File: src/rtl/norm_pkg.sv
// Shared constants and the controller state type for the psum row normalizer.
// NUM_W is the numerator width and also the number of divider cycles per lane.
package norm_pkg;

    localparam int COL     = 8;
    localparam int BW_PSUM = 12;
    localparam int FRAC    = 8;
    localparam int SUM_BW  = 16;
    localparam int OUT_BW  = FRAC + 1;
    localparam int NUM_W   = BW_PSUM + FRAC + 1;

    typedef enum logic [1:0] {
        IDLE = 2'd0,
        ACC  = 2'd1,
        DIV  = 2'd2,
        DONE = 2'd3
    } state_t;

endpackage

File: src/rtl/seq_divider.sv
// Restoring unsigned divider, one quotient bit per cycle, exactly NUM_W cycles
// per division. The start cycle already performs the first step, so a new
// division can be launched on the same edge that the previous result is taken.
module seq_divider
    import norm_pkg::*;
#(
    parameter int NUM_W_P = NUM_W,
    parameter int DEN_W   = SUM_BW,
    parameter int QUO_W   = OUT_BW
) (
    input  logic               clk,
    input  logic               reset,
    input  logic               start,
    input  logic [NUM_W_P-1:0] numerator,
    input  logic [DEN_W-1:0]   denominator,
    output logic               done,
    output logic [QUO_W-1:0]   quotient
);

    localparam int CNT_W = $clog2(NUM_W_P + 1);

    logic [DEN_W-1:0]   rem_q, rem_d;
    logic [NUM_W_P-1:0] num_q, num_d;
    logic [DEN_W-1:0]   den_q;
    logic [CNT_W-1:0]   cnt_q;
    logic               active_q;

    logic [DEN_W-1:0]   rem_src;
    logic [NUM_W_P-1:0] num_src;
    logic [DEN_W-1:0]   den_src;
    logic [DEN_W:0]     r_sh;
    logic [DEN_W-1:0]   r_diff;
    logic               fits;

    // One restoring step on either the fresh operands (start) or the running state.
    always_comb begin
        rem_src = start ? '0 : rem_q;
        num_src = start ? numerator : num_q;
        den_src = start ? denominator : den_q;
        r_sh    = {rem_src, num_src[NUM_W_P-1]};
        fits    = (r_sh >= {1'b0, den_src});
        // Remainder stays below the divisor, so the low bits of the difference suffice.
        r_diff  = r_sh[DEN_W-1:0] - den_src;
        rem_d   = fits ? r_diff : r_sh[DEN_W-1:0];
        num_d   = {num_src[NUM_W_P-2:0], fits};
    end

    // Divider state: load on start, then step until NUM_W bits are produced.
    always_ff @(posedge clk) begin
        if (reset) begin
            rem_q    <= '0;
            num_q    <= '0;
            den_q    <= '0;
            cnt_q    <= '0;
            active_q <= 1'b0;
        end else if (start) begin
            rem_q    <= rem_d;
            num_q    <= num_d;
            den_q    <= denominator;
            cnt_q    <= CNT_W'(1);
            active_q <= 1'b1;
        end else if (active_q && (cnt_q != CNT_W'(NUM_W_P))) begin
            rem_q    <= rem_d;
            num_q    <= num_d;
            cnt_q    <= cnt_q + CNT_W'(1);
        end
    end

    assign done     = active_q && (cnt_q == CNT_W'(NUM_W_P));
    assign quotient = num_q[QUO_W-1:0];

endmodule

File: src/rtl/psum_norm.sv
// Psum row normalizer: takes a row of signed psum lanes, computes the sum of
// magnitudes, then divides each |lane| << frac by that sum, one lane at a time
// through a shared sequential divider.
// Build option: define NORM_ROUND_EN to round half-up (adds sum/2 to each
// numerator); otherwise the quotient is truncated. Timing is identical.
module psum_norm
    import norm_pkg::*;
#(
    parameter int col     = COL,
    parameter int bw_psum = BW_PSUM,
    parameter int frac    = FRAC
) (
    input  logic                      clk,
    input  logic                      reset,
    input  logic                      in_valid,
    output logic                      in_ready,
    input  logic [col*bw_psum-1:0]    in_data,
    output logic                      out_valid,
    input  logic                      out_ready,
    output logic [col*(frac+1)-1:0]   out_data,
    output logic [SUM_BW-1:0]         sum_out,
    output logic                      busy
);

    localparam int OUTW   = frac + 1;
    localparam int NUMW   = bw_psum + frac + 1;
    localparam int LANE_W = (col > 1) ? $clog2(col) : 1;

    state_t                       state_q, state_d;
    logic [LANE_W-1:0]            lane_q, lane_d;
    logic [SUM_BW-1:0]            sum_q;
    logic [col*bw_psum-1:0]       row_q;

    logic [col-1:0][bw_psum-1:0]  abs_w;
    logic [SUM_BW-1:0]            sum_comb;
    logic [LANE_W-1:0]            lane_sel;
    logic [SUM_BW-1:0]            den_src;
    logic [NUMW-1:0]              numerator;
    logic                         div_start;
    logic                         div_done;
    logic [OUTW-1:0]              div_quo;
    logic                         cap_en;
    logic                         clr_out;

    // Per-lane magnitude of the registered row; -2^(bw-1) maps to 2^(bw-1) unsigned.
    for (genvar gi = 0; gi < col; gi++) begin : g_abs
        logic [bw_psum-1:0] lane_w;
        assign lane_w    = row_q[bw_psum*gi +: bw_psum];
        assign abs_w[gi] = lane_w[bw_psum-1] ? (bw_psum'(0) - lane_w) : lane_w;
    end

    // Sum of magnitudes; the widest case fits in SUM_BW without overflow.
    always_comb begin
        sum_comb = '0;
        for (int k = 0; k < col; k++) begin
            sum_comb = sum_comb + {{(SUM_BW-bw_psum){1'b0}}, abs_w[k]};
        end
    end

    // Numerator for the lane being launched into the divider.
    always_comb begin
        numerator = {{(NUMW-bw_psum){1'b0}}, abs_w[lane_sel]} << frac;
`ifdef NORM_ROUND_EN
        numerator = numerator + {{(NUMW-SUM_BW){1'b0}}, den_src >> 1};
`endif
    end

    // Next-state logic: ACC launches lane 0 directly with the combinational sum,
    // DIV chains each lane's capture with the next lane's launch.
    always_comb begin
        state_d   = state_q;
        lane_d    = lane_q;
        lane_sel  = lane_q + LANE_W'(1);
        den_src   = sum_q;
        div_start = 1'b0;
        cap_en    = 1'b0;
        clr_out   = 1'b0;
        case (state_q)
            IDLE: begin
                if (in_valid) begin
                    state_d = ACC;
                end
            end
            ACC: begin
                lane_sel = '0;
                den_src  = sum_comb;
                lane_d   = '0;
                if (sum_comb == '0) begin
                    clr_out = 1'b1;
                    state_d = DONE;
                end else begin
                    div_start = 1'b1;
                    state_d   = DIV;
                end
            end
            DIV: begin
                if (div_done) begin
                    cap_en = 1'b1;
                    if (lane_q == LANE_W'(col - 1)) begin
                        state_d = DONE;
                    end else begin
                        div_start = 1'b1;
                        lane_d    = lane_q + LANE_W'(1);
                    end
                end
            end
            DONE: begin
                if (out_ready) begin
                    state_d = IDLE;
                end
            end
            default: state_d = IDLE;
        endcase
    end

    // Controller registers; the row is only captured while idle, the sum only in ACC.
    always_ff @(posedge clk) begin
        if (reset) begin
            state_q <= IDLE;
            lane_q  <= '0;
            sum_q   <= '0;
            row_q   <= '0;
        end else begin
            state_q <= state_d;
            lane_q  <= lane_d;
            if (state_q == ACC) begin
                sum_q <= sum_comb;
            end
            if ((state_q == IDLE) && in_valid) begin
                row_q <= in_data;
            end
        end
    end

    seq_divider #(
        .NUM_W_P (NUMW),
        .DEN_W   (SUM_BW),
        .QUO_W   (OUTW)
    ) u_div (
        .clk         (clk),
        .reset       (reset),
        .start       (div_start),
        .numerator   (numerator),
        .denominator (den_src),
        .done        (div_done),
        .quotient    (div_quo)
    );

    // Output lanes: cleared for a zero-sum row, otherwise written as each quotient completes.
    for (genvar gi = 0; gi < col; gi++) begin : g_out
        logic [OUTW-1:0] out_lane_q;
        always_ff @(posedge clk) begin
            if (reset || clr_out) begin
                out_lane_q <= '0;
            end else if (cap_en && (lane_q == LANE_W'(gi))) begin
                out_lane_q <= div_quo;
            end
        end
        assign out_data[OUTW*gi +: OUTW] = out_lane_q;
    end

    assign in_ready  = (state_q == IDLE);
    assign out_valid = (state_q == DONE);
    assign busy      = (state_q != IDLE);
    assign sum_out   = sum_q;

endmodule

File: config.mk
export PLATFORM = sky130hd
export DESIGN_NAME = psum_norm
export DESIGN_NICKNAME = d
export VERILOG_FILES = /design/src/rtl/norm_pkg.sv /design/src/rtl/seq_divider.sv /design/src/rtl/psum_norm.sv
export SDC_FILE = /design/constraint.sdc
export NUM_CORES = 1
export LEC_CHECK = 0
export CAP_MARGIN = 10
export CORE_ASPECT_RATIO = 0.6
export CORE_MARGIN = 3
export CORE_UTILIZATION = 35
export CTS_CLUSTER_SIZE = 20
export DETAILED_ROUTE_END_ITERATION = 8
export DONT_BUFFER_PORTS = 1
export SYNTH_ARGS = -nofsm -noshare
export SYNTH_HDL_FRONTEND = slang
export SYNTH_SLANG_ARGS = --single-unit
File: constraint.sdc
create_clock -name clk -period 11.4 [get_ports clk]
set_clock_uncertainty 0.1 [all_clocks]
set_input_delay 1.14 -clock clk [delete_from_list [all_inputs] [get_ports clk]]
set_output_delay 1.14 -clock clk [all_outputs]
set_load 0.01 [all_outputs]
==> results.toml, run 1 <==
[routing]
drc = 0
drt_wl_total_um = 48600
viasPerCell = 5.48
vias = 12894
wl_per_cell_um = 20.6
first_iter_violations = 1333
detail_route.first_pass.iterations = 5
drtAntennaViolNets = 0

[layout]
layout-drive-gt1-share_pct = 5.49
diodes = 0
fillers = 4368
final_cell_mix = "nand2_1, dfxtp_1, a21oi_1"
nNetsFinal = 1989
area_growth_syn_to_layout_pct = 8.46
layout_commonest_cell = "nand2_1"

[sta]
worst_pin_slew_ns = 0.966
hold_viol = 0
setup_tns_ns = 0
fmax_mhz = 100
min_period_ns = 9.97
final_max_slew_viol_count = 0
layout_setup_ws_ns = 1.43
relSlewSlack_pct = 35.6
finalCritPeriodShare_pct = 87.5
rsz0062_at_grt = "no"
setup_viol = 0

[clock_tree]
cts_setup_buffers = 0
clockBufferDepth = 3
path_clk_slew_ns = 0.06
cts.sinks = 248
h-tree-depth = 1
holdBufCountCts = 0
clk_latency_ns = 0.57
tritoncts = "built"
cts_buffers = 27
cts-root-buf = "clkbuf_16"
ctsResizeCount = 0

[worst_hold_path]
hold-path-cell-count = 2
min_path_type = "register to register"
whs_endpoint = "row_q[54]"
hold_path_startpoint = "row_q[54]"

[global_routing]
grt_max_degree = 150
grt_use_total_pct = 20.8
grt_pass1_wl_um = 74000
grt_antenna_before_repair = 1
grt_pass1_vias = 12201
grt_overflow = 0

[place]
dp_hpwl_um = 37000
gp_congestion = 0.991
io_buffers = 0
pre_cts_slack_ns = 1.63

[critical_path]
r2r-end = "u_div.rem_q[14]"
path_buf_inv = 2
critPathLaunchType = "register"
cpPeakStageDelay_ns = 0.71
crit_family = "compound AO/OA/AOI/OAI gates"
r2r_start = "row_q[50]"
r2r_cells = 27
crit_slowest_cell = "or4b_2"
r2r_slack_ns = 1.43
cpMostUsedCell = "fa_1"
cp_max_fo = 20
endpoint_kind = "register"
crit_type = "register to register"
cp.arrival_ns = 10.35
cp.required_ns = 11.77

[synthesis]
syn_nets = 2059
synth.distinct_cells = 71
postSynthRegisterBits = 248
synthCells = 1836
syn_area_um2 = 15000
synthArstFlopShare_pct = 0
yosysSeqAreaShare_pct = 33.1
avgSynthCellArea_um2 = 8.16
synthFlopType = "dfxtp_1"
synth-edff-count = 0
ys_warn_count = 0

[run_status]
status = "finished clean"

[floorplan]
initial_utilization_pct = 35.6
die_area_um2 = 45400
rows = 58
ioPinCount = 191
die_x_um = 273
core-area_um2 = 42100
die_height_um = 166

[pwr]
power_density_nw_per_um2 = 394
ir_worst_vdd_uv = 360
p_leak_uw = 0.00632

[job]
cap_violations = 0
## per-layer routing
metal	GRT usage [%]	routed length [um]	vias up
met5	0	11	-
met4	3.52	769	2
met3	7.61	5440	50
met2	27.0	18200	512
met1	32.5	24100	6234
li1	-	-	6096
## worst min-delay path: stages (launching register included)
cell     delay [ns]
dfxtp_1        0.31
nand2_1        0.05
a21oi_1        0.05
## flip-flops by register name (all words and copies together) (netlist names)
name	count
sum_out	16
u_div.cnt_q	5
state_q	2
row_q	96
lane_q	3
u_div.active_q	1
g_out.out_lane_q	72
u_div.rem_q	16
u_div.num_q	21
u_div.den_q	16
## report_power, final
group	switching, uW	internal (uW)	total [uW]
sequential	144	995	1140
clock	375	494	869
combinational	2740	1650	4400
total	3260	3140	6400
## cell type report
cell class	instances	area [um^2]	share of cell area (%)
multi-input combinational	1359	9160	56.4
clock buffer	38	767	4.72
sequential	248	4960	30.6
timing repair buffer	15	113	0.693
clock inverter	9	100	0.616
inverter	115	432	2.66
tap	570	713	4.39
## Yosys cell counts (all sizes together), types with 7 or more instances
cell type,n,area share (%)
or4,12,0.60
xor2,43,2.5
nor2,113,2.8
a21oi,192,6.5
o211ai,21,1.1
dfxtp,248,33
fa,72,9.6
nand3,64,2.1
or3,8,0.33
mux2,10,0.75
nand4,8,0.33
and2,22,0.92
a211oi,28,1.7
buf,31,1.0
nor3,20,0.67
a31oi,11,0.46
mux2i,53,3.5
clkbuf,83,2.1
o31ai,23,1.2
nand2b,16,0.67
o21a,8,0.40
nor2b,9,0.38
a311oi,13,0.80
a222oi,13,0.87
xnor2,51,3.0
o21ai,42,1.4
inv,114,2.9
ha,51,4.3
or2,7,0.29
nand2,381,9.6
## through the flow
stage          area, um^2  power, uW  std cells  utilization (%)  hold slack [ns]
2_1_floorplan       15000       4290       1836                -            0.336
3_3_place_gp        15400       5370       2307             36.5            0.351
3_5_place_dp        15400       5420       2307             36.5            0.352
4_1_cts             16200       6320       2354             38.6            0.360
5_1_grt             16200       6920       2354             38.6            0.383
6_report            16200       6400       2354             38.6            0.358
## cells by family after synthesis
family / share of synthesized area, %
mux: 4.74
compound gates: 16.7
fa+ha+maj: 13.9
simple gates: 20.1
xor+xnor: 5.50
buf+inv: 5.97
flops: 33.1
## worst max-delay path by stage
stage | start | endpoint | slack [ns] | cells after the start
detailed placement | row_q[50] | u_div.rem_q[10] | 1.63 | 29
floorplan | row_q[60] | u_div.rem_q[10] | 2.85 | 29
global placement | row_q[50] | u_div.rem_q[11] | 1.92 | 28
CTS | row_q[50] | u_div.rem_q[14] | 1.55 | 27
finish | row_q[50] | u_div.rem_q[14] | 1.43 | 27
global route | row_q[50] | u_div.rem_q[3] | 0.78 | 27
(Power assumes the default switching activity.)
==> inputs of run 2 (changes only) <==
Settings changed: SKIP_CTS_REPAIR_TIMING set to 1, TNS_END_PERCENT set to 1.
==> results of run 2 <==
No change in the layout: final DEF, timing and power equal those of run 1.
